**src/rtl/diff_comb_lagged_pkg.sv**
```systemverilog
// diff_comb_lagged_pkg
//   Shared constants and arithmetic helpers for the lagged comb differentiator.
//   - Default parameter values (sample width, delay depth, shift, lag width).
//   - fits_signed : does a sign-extended value fit in a w-bit signed field.
//   - sat_or_wrap : saturate to the w-bit signed range, or pass through for
//                   the caller to truncate (wrap).
//   - clamp_lag   : map a requested lag onto 1..max_lag.
package diff_comb_lagged_pkg;

  localparam int W_DEFAULT       = 8;
  localparam int MAX_LAG_DEFAULT = 8;
  localparam int SHIFT_DEFAULT   = 1;
  localparam int LAG_W_DEFAULT   = $clog2(MAX_LAG_DEFAULT) + 1;

  // Width of the internal scratch format used by the helpers; sample
  // widths up to ARITH_W-2 are supported.
  localparam int ARITH_W = 64;

  function automatic logic fits_signed(input logic signed [ARITH_W-1:0] s,
                                       input int w);
    logic signed [ARITH_W-1:0] hi_v;
    logic signed [ARITH_W-1:0] lo_v;
    hi_v = (64'sd1 <<< (w - 1)) - 64'sd1;
    lo_v = -hi_v - 64'sd1;
    return (s <= hi_v) && (s >= lo_v);
  endfunction

  // Out-of-range values either clip to the nearest limit (sat_en=1) or are
  // returned unchanged so that the caller's truncation to w bits wraps them.
  function automatic logic signed [ARITH_W-1:0] sat_or_wrap(
      input logic signed [ARITH_W-1:0] s,
      input int                        w,
      input logic                      sat_en);
    logic signed [ARITH_W-1:0] hi_v;
    logic signed [ARITH_W-1:0] r_v;
    hi_v = (64'sd1 <<< (w - 1)) - 64'sd1;
    if (fits_signed(s, w)) begin
      r_v = s;
    end else if (sat_en) begin
      r_v = (s < 64'sd0) ? (-hi_v - 64'sd1) : hi_v;
    end else begin
      r_v = s;
    end
    return r_v;
  endfunction

  // A lag of zero would compare a sample with itself; treat it as one.
  function automatic logic [31:0] clamp_lag(input logic [31:0] lag,
                                            input logic [31:0] max_lag);
    logic [31:0] r_v;
    if (lag == 32'd0) begin
      r_v = 32'd1;
    end else if (lag > max_lag) begin
      r_v = max_lag;
    end else begin
      r_v = lag;
    end
    return r_v;
  endfunction

endpackage

```
**src/rtl/diff_comb_lagged_lag_delay_line.sv**
```systemverilog
// diff_comb_lagged_lag_delay_line
//   MAX_LAG x W circular sample buffer. The read port returns the sample
//   written lag_off writes ago (lag_off=0 means MAX_LAG ago), read in the same
//   cycle as the new sample is written, so it sees the value before the write.
// Ports:
//   clk, reset  : clock, async active-high reset (pointer only)
//   clear       : synchronous pointer restart
//   wr_en       : write wr_data at the pointer and advance it
//   lag_off     : read offset behind the write pointer (mod MAX_LAG)
//   wr_data     : sample to store
//   rd_data     : delayed sample
module diff_comb_lagged_lag_delay_line
  import diff_comb_lagged_pkg::*;
#(
  parameter int W       = W_DEFAULT,
  parameter int MAX_LAG = MAX_LAG_DEFAULT
) (
  input  logic                       clk,
  input  logic                       reset,
  input  logic                       clear,
  input  logic                       wr_en,
  input  logic [$clog2(MAX_LAG)-1:0] lag_off,
  input  logic [W-1:0]               wr_data,
  output logic [W-1:0]               rd_data
);

  localparam int PTR_W = $clog2(MAX_LAG);

  logic [PTR_W-1:0] wr_ptr_r;
  logic [PTR_W-1:0] rd_idx_s;
  logic [W-1:0]     mem_r [MAX_LAG];

  // Power-of-two depth makes the modular subtraction a plain wrap-around.
  assign rd_idx_s = wr_ptr_r - lag_off;
  assign rd_data  = mem_r[rd_idx_s];

  // Write pointer: restarts on reset/clear, advances on every write.
  always_ff @(posedge clk or posedge reset) begin
    if (reset) begin
      wr_ptr_r <= '0;
    end else if (clear) begin
      wr_ptr_r <= '0;
    end else if (wr_en) begin
      wr_ptr_r <= wr_ptr_r + PTR_W'(1);
    end else begin
      wr_ptr_r <= wr_ptr_r;
    end
  end

  // Sample storage; contents are never reset since warm-up hides stale data.
  always_ff @(posedge clk) begin
    if (wr_en && !clear) begin
      mem_r[wr_ptr_r] <= wr_data;
    end
  end

endmodule

```
**src/rtl/diff_comb_lagged.sv**
```systemverilog
// diff_comb_lagged
//   Streaming comb differentiator: y[n] = (x[n] - x[n-L]) >>> SHIFT on signed
//   samples, with runtime lag L (1..MAX_LAG), saturate-or-wrap output, sticky
//   overflow flag and valid/ready handshakes on both sides. The first L
//   samples after reset/clear only prime the delay line and produce no output.
// Ports:
//   clk, reset          : clock, async active-high reset
//   clear               : synchronous restart, reloads the lag from 'lag'
//   lag                 : requested lag, sampled only while clear=1
//   sat_en              : 1 saturate, 0 wrap on overflow
//   in_valid/in_ready   : input handshake, in_data signed sample
//   out_valid/out_ready : output handshake, out_data signed result
//   ovf                 : sticky overflow since reset/clear
module diff_comb_lagged
  import diff_comb_lagged_pkg::*;
#(
  parameter int W       = W_DEFAULT,
  parameter int MAX_LAG = MAX_LAG_DEFAULT,
  parameter int SHIFT   = SHIFT_DEFAULT,
  parameter int LAG_W   = $clog2(MAX_LAG) + 1
) (
  input  logic             clk,
  input  logic             reset,
  input  logic             clear,
  input  logic [LAG_W-1:0] lag,
  input  logic             sat_en,
  input  logic             in_valid,
  output logic             in_ready,
  input  logic [W-1:0]     in_data,
  output logic             out_valid,
  input  logic             out_ready,
  output logic [W-1:0]     out_data,
  output logic             ovf
);

  localparam int PTR_W = $clog2(MAX_LAG);

  logic                      out_valid_r;
  logic [W-1:0]              out_data_r;
  logic                      ovf_r;
  logic [LAG_W-1:0]          lag_q_r;
  logic [LAG_W-1:0]          count_r;

  logic                      xfer_s;
  logic [W-1:0]              x_old_s;
  logic signed [W:0]         d_s;
  logic signed [W:0]         s_s;
  logic signed [ARITH_W-1:0] s_wide_s;
  logic                      ovf_s;
  logic [W-1:0]              res_s;

  // A held output blocks new input so nothing is overwritten.
  assign in_ready  = !clear && (!out_valid_r || out_ready);
  assign xfer_s    = in_valid && in_ready;
  assign out_valid = out_valid_r;
  assign out_data  = out_data_r;
  assign ovf       = ovf_r;

  diff_comb_lagged_lag_delay_line #(
    .W       (W),
    .MAX_LAG (MAX_LAG)
  ) u_delay (
    .clk     (clk),
    .reset   (reset),
    .clear   (clear),
    .wr_en   (xfer_s),
    .lag_off (lag_q_r[PTR_W-1:0]),
    .wr_data (in_data),
    .rd_data (x_old_s)
  );

  // Difference in W+1 bits cannot overflow; the shift floors toward -inf.
  always_comb begin
    d_s      = $signed({in_data[W-1], in_data}) - $signed({x_old_s[W-1], x_old_s});
    s_s      = d_s >>> SHIFT;
    s_wide_s = {{(ARITH_W-W-1){s_s[W]}}, s_s};
    ovf_s    = !fits_signed(s_wide_s, W);
    res_s    = W'(sat_or_wrap(s_wide_s, W, sat_en));
  end

  // Handshake, warm-up counter, result register and sticky overflow.
  always_ff @(posedge clk or posedge reset) begin
    if (reset) begin
      out_valid_r <= 1'b0;
      out_data_r  <= '0;
      ovf_r       <= 1'b0;
      count_r     <= '0;
      lag_q_r     <= LAG_W'(1);
    end else if (clear) begin
      out_valid_r <= 1'b0;
      ovf_r       <= 1'b0;
      count_r     <= '0;
      lag_q_r     <= LAG_W'(clamp_lag(32'(lag), 32'(MAX_LAG)));
    end else begin
      if (out_valid_r && out_ready) begin
        out_valid_r <= 1'b0;
      end
      if (xfer_s) begin
        if (count_r < lag_q_r) begin
          count_r <= count_r + LAG_W'(1);
        end else begin
          out_valid_r <= 1'b1;
          out_data_r  <= res_s;
          if (ovf_s) begin
            ovf_r <= 1'b1;
          end
        end
      end
    end
  end

endmodule

```
**config.mk**
```make
export PLATFORM = sky130hd
export DESIGN_NAME = diff_comb_lagged
export DESIGN_NICKNAME = d
export VERILOG_FILES = /design/src/rtl/diff_comb_lagged_pkg.sv /design/src/rtl/diff_comb_lagged_lag_delay_line.sv /design/src/rtl/diff_comb_lagged.sv
export SDC_FILE = /design/constraint.sdc
export NUM_CORES = 1
export LEC_CHECK = 0
export BUFFER_PORTS_ARGS = -buffer_cell sky130_fd_sc_hd__buf_2
export CORE_ASPECT_RATIO = 2
export CORE_MARGIN = 2
export CORE_UTILIZATION = 46
export CTS_BUF_LIST = sky130_fd_sc_hd__clkbuf_4 sky130_fd_sc_hd__clkbuf_8
export DETAILED_ROUTE_END_ITERATION = 6
export HOLD_SLACK_MARGIN = 0.08
export PLACE_DENSITY = 0.63
export SLEW_MARGIN = 20
export SYNTH_ARGS = -nofsm -noshare
export SYNTH_HDL_FRONTEND = slang
export SYNTH_SLANG_ARGS = --single-unit
```
**constraint.sdc**
```tcl
create_clock -name clk -period 7.4 [get_ports clk]
set_input_delay 1.48 -clock clk [delete_from_list [all_inputs] [get_ports clk]]
set_output_delay 1.48 -clock clk [all_outputs]
set_load 0.1 [all_outputs]
```
==> results.txt <==
clock sinks -> 85
PD cells -> 314 nW/µm²
Min Hold Slack -> 0.481 ns
CP most frequent cell -> inv_1
Initial Util -> 47.5%
average size of a mapped cell -> 15.4 µm²
final net count -> 311
top post-synthesis cells by area -> edfxtp_1, dfrtp_1, mux4_2
CP Class -> reg2reg
hold_sp -> out_data[4]
drt via density -> 5.43
total grt overflow -> 0
clk buf depth -> 2
port buffer count -> 27
# DRC -> 0
headroom to the max-slew limit -> 34.5%
die width -> 68.1 µm
pre-CTS setup slack -> 3.23 ns
antenna cells -> 0
vias in the first global route -> 2203
Area Growth Syn to Fin -> 11.7%
DR WL/cell -> 18.8 µm
Post-CTS Hold Buffers -> 0
Tot GR Track Use -> 18.1%
crit-path leading delay family -> adder cells
IO Count -> 29
crit share post-route -> 55.1%
FFs w/ async S/R, synth -> 24.7%
Root Buffer -> clkbuf_8
status -> finished, final reports clean
CP startpoint kind -> flip-flop
critical-path cell list -> inv_1, ha_2, inv_1, fa_1, xnor3_2, mux4_2, mux2i_1, ha_1, a21o_1, a211o_1, or3_1, a21oi_2, xor2_1, o21ai_1
final WL -> 7.13 mm
first-pass GRT wire length -> 11.3 mm
Max Fclk -> 0.245 GHz
Leakage -> 1.64 nW
die height -> 132 µm
post-synthesis sequential area ratio -> 64.9%
WP data arrival -> 4.30 ns
CP bufs+invs -> 2
Num CTS Buffers -> 9
Final Core Density -> 53.1%
# rows -> 46
number of unique standard cell types used by synthesis -> 39
Synth top area share -> 50.9%
leading area contributor after synthesis -> edfxtp_1
CP max stage cell -> xnor3_2
Synth Warn # -> 0
Synth Cell Area -> 3770 µm²
most numerous cell in the Yosys netlist -> edfxtp_1
# resized after CTS -> 0
# Post-CTS Setup Buffers -> 0
r2r startpoint -> u_delay.wr_ptr_r[0]
register bit total from synthesis -> 85
unrepaired setup endpoints after global routing -> false
htree depth -> 3
number of synthesized flops with an enable pin -> 64
CP Max Fanout -> 15
drt pass-1 iters -> 4
gpl congestion -> 0.723
CTS tree -> built
peak supply drop -> 0.145 mV
Post-Syn Instances -> 245
Setup crit end kind -> flip-flop
share of layout cells above drive strength 1 -> 24.7%
final HPWL from detailed placement -> 5.19 mm
synth cell count leaders -> edfxtp_1, dfrtp_1, nand2_1
largest net degree at the start of global routing -> 22
worst setup margin -> 3.32 ns
syn nets -> 278
DRT iter0 DRCs -> 35
Worst Tran Pin Value -> 0.979 ns
worst skew pair latency -> 0.35 ns
Reg2Reg Setup Slack -> 3.32 ns
CP max stage delay -> 0.61 ns
Hold Path Class -> reg2reg
final hold vios -> 0
main flop type after synthesis -> edfxtp_1
DP Area -> 4040 µm²
CP startpoint -> u_delay.wr_ptr_r[0]
Routed Antenna Nets -> 0
clk_skew -> 0.0119 ns
vias -> 2057
CORE AREA -> 7940 µm²
initial antenna violation count -> 0
final setup TNS -> 0 ns
CTS clk-pin slew, worst paths -> 0.08 ns
full die area -> 8990 µm²
# setup viols final -> 0
number of max-cap violations -> 0
critical path data required time -> 7.62 ns
final instance area -> 4220 µm²
Tmin final -> 4.08 ns
max-slew violations -> 0
[metrics by stage]
stage / std cells / total power (W)
after global placement: 363 / 0.00103
after floorplan: 245 / 0.000948
after global routing: 379 / 0.00139
after CTS: 379 / 0.00134
after detailed placement: 363 / 0.00104
final: 379 / 0.00133
[routing by layer]
metal  up-vias  track usage, %  wire [µm]
met1      1023            18.7       2650
li1        985               -          -
met4         0            8.00        158
met3        10            3.84        224
met5         -               0          0
met2        39            33.0       4090
[state kept, by name, indices dropped and copies added (netlist names)]
name,count
ovf,1
count_r,4
lag_q_r,4
u_delay.mem_r,64
u_delay.wr_ptr_r,3
out_data,8
out_valid,1
[cells by family (layout without fill, tap and decap cells)]
logic type | Yosys count | after routing | share of synthesized area [%]
AO/OA/AOI/OAI | 33 | 33 | 5.87
XOR/XNOR | 10 | 10 | 2.72
adder cells (fa/ha/maj) | 15 | 15 | 5.37
buffers and inverters | 17 | 55 | 1.82
flip-flops | 85 | 85 | 64.9
multiplexers | 26 | 26 | 12.3
AND/OR/NAND/NOR | 59 | 59 | 7.09
[tightest hold or removal path: stages, from the launching register on]
cell     delay [ns]
dfrtp_1        0.34
nand2_1        0.05
o21ai_1        0.06
[worst paths after layout]
kind	to	cells past startpoint
worst min-delay path	out_data[4]	2
worst min register to register	out_data[4]	2
min in group asynchronous	lag_q_r[1]	2
worst max-delay path	out_data[6]	14
worst max register to register	out_data[6]	14
max in group asynchronous	count_r[2]	2
[cell type report]
class                           count  area (µm²)
Clock buffer                        9         124
Clock inverter                      7        56.3
Fill cell                         667        3720
Inverter                           10        37.5
Multi-Input combinational cell    143        1280
Sequential cell                    85        2450
Tap cell                           96         120
Timing Repair Buffer               29         150
[layout by cell type, fill, tap and decap left out, types with 5 or more instances in the layout]
| master | instances |
|---|---|
| inv_1 | 10 |
| a21o_1 | 6 |
| edfxtp_1 | 64 |
| mux2i_1 | 8 |
| mux4_2 | 16 |
| o21ai_0 | 6 |
| dfrtp_1 | 20 |
| nand2_1 | 20 |
| clkbuf_8 | 9 |
| nand2b_1 | 5 |
| buf_2 | 27 |
| ha_1 | 12 |
| xor2_1 | 5 |
| nor2_1 | 17 |
[report_power, final]
part,total (W),switching [W],internal (W)
clock,0.000305,0.000154,0.000151
combinational,0.000459,0.000314,0.000146
sequential,0.000561,0.0000162,0.000545
Power figures use the tool's default switching activity.
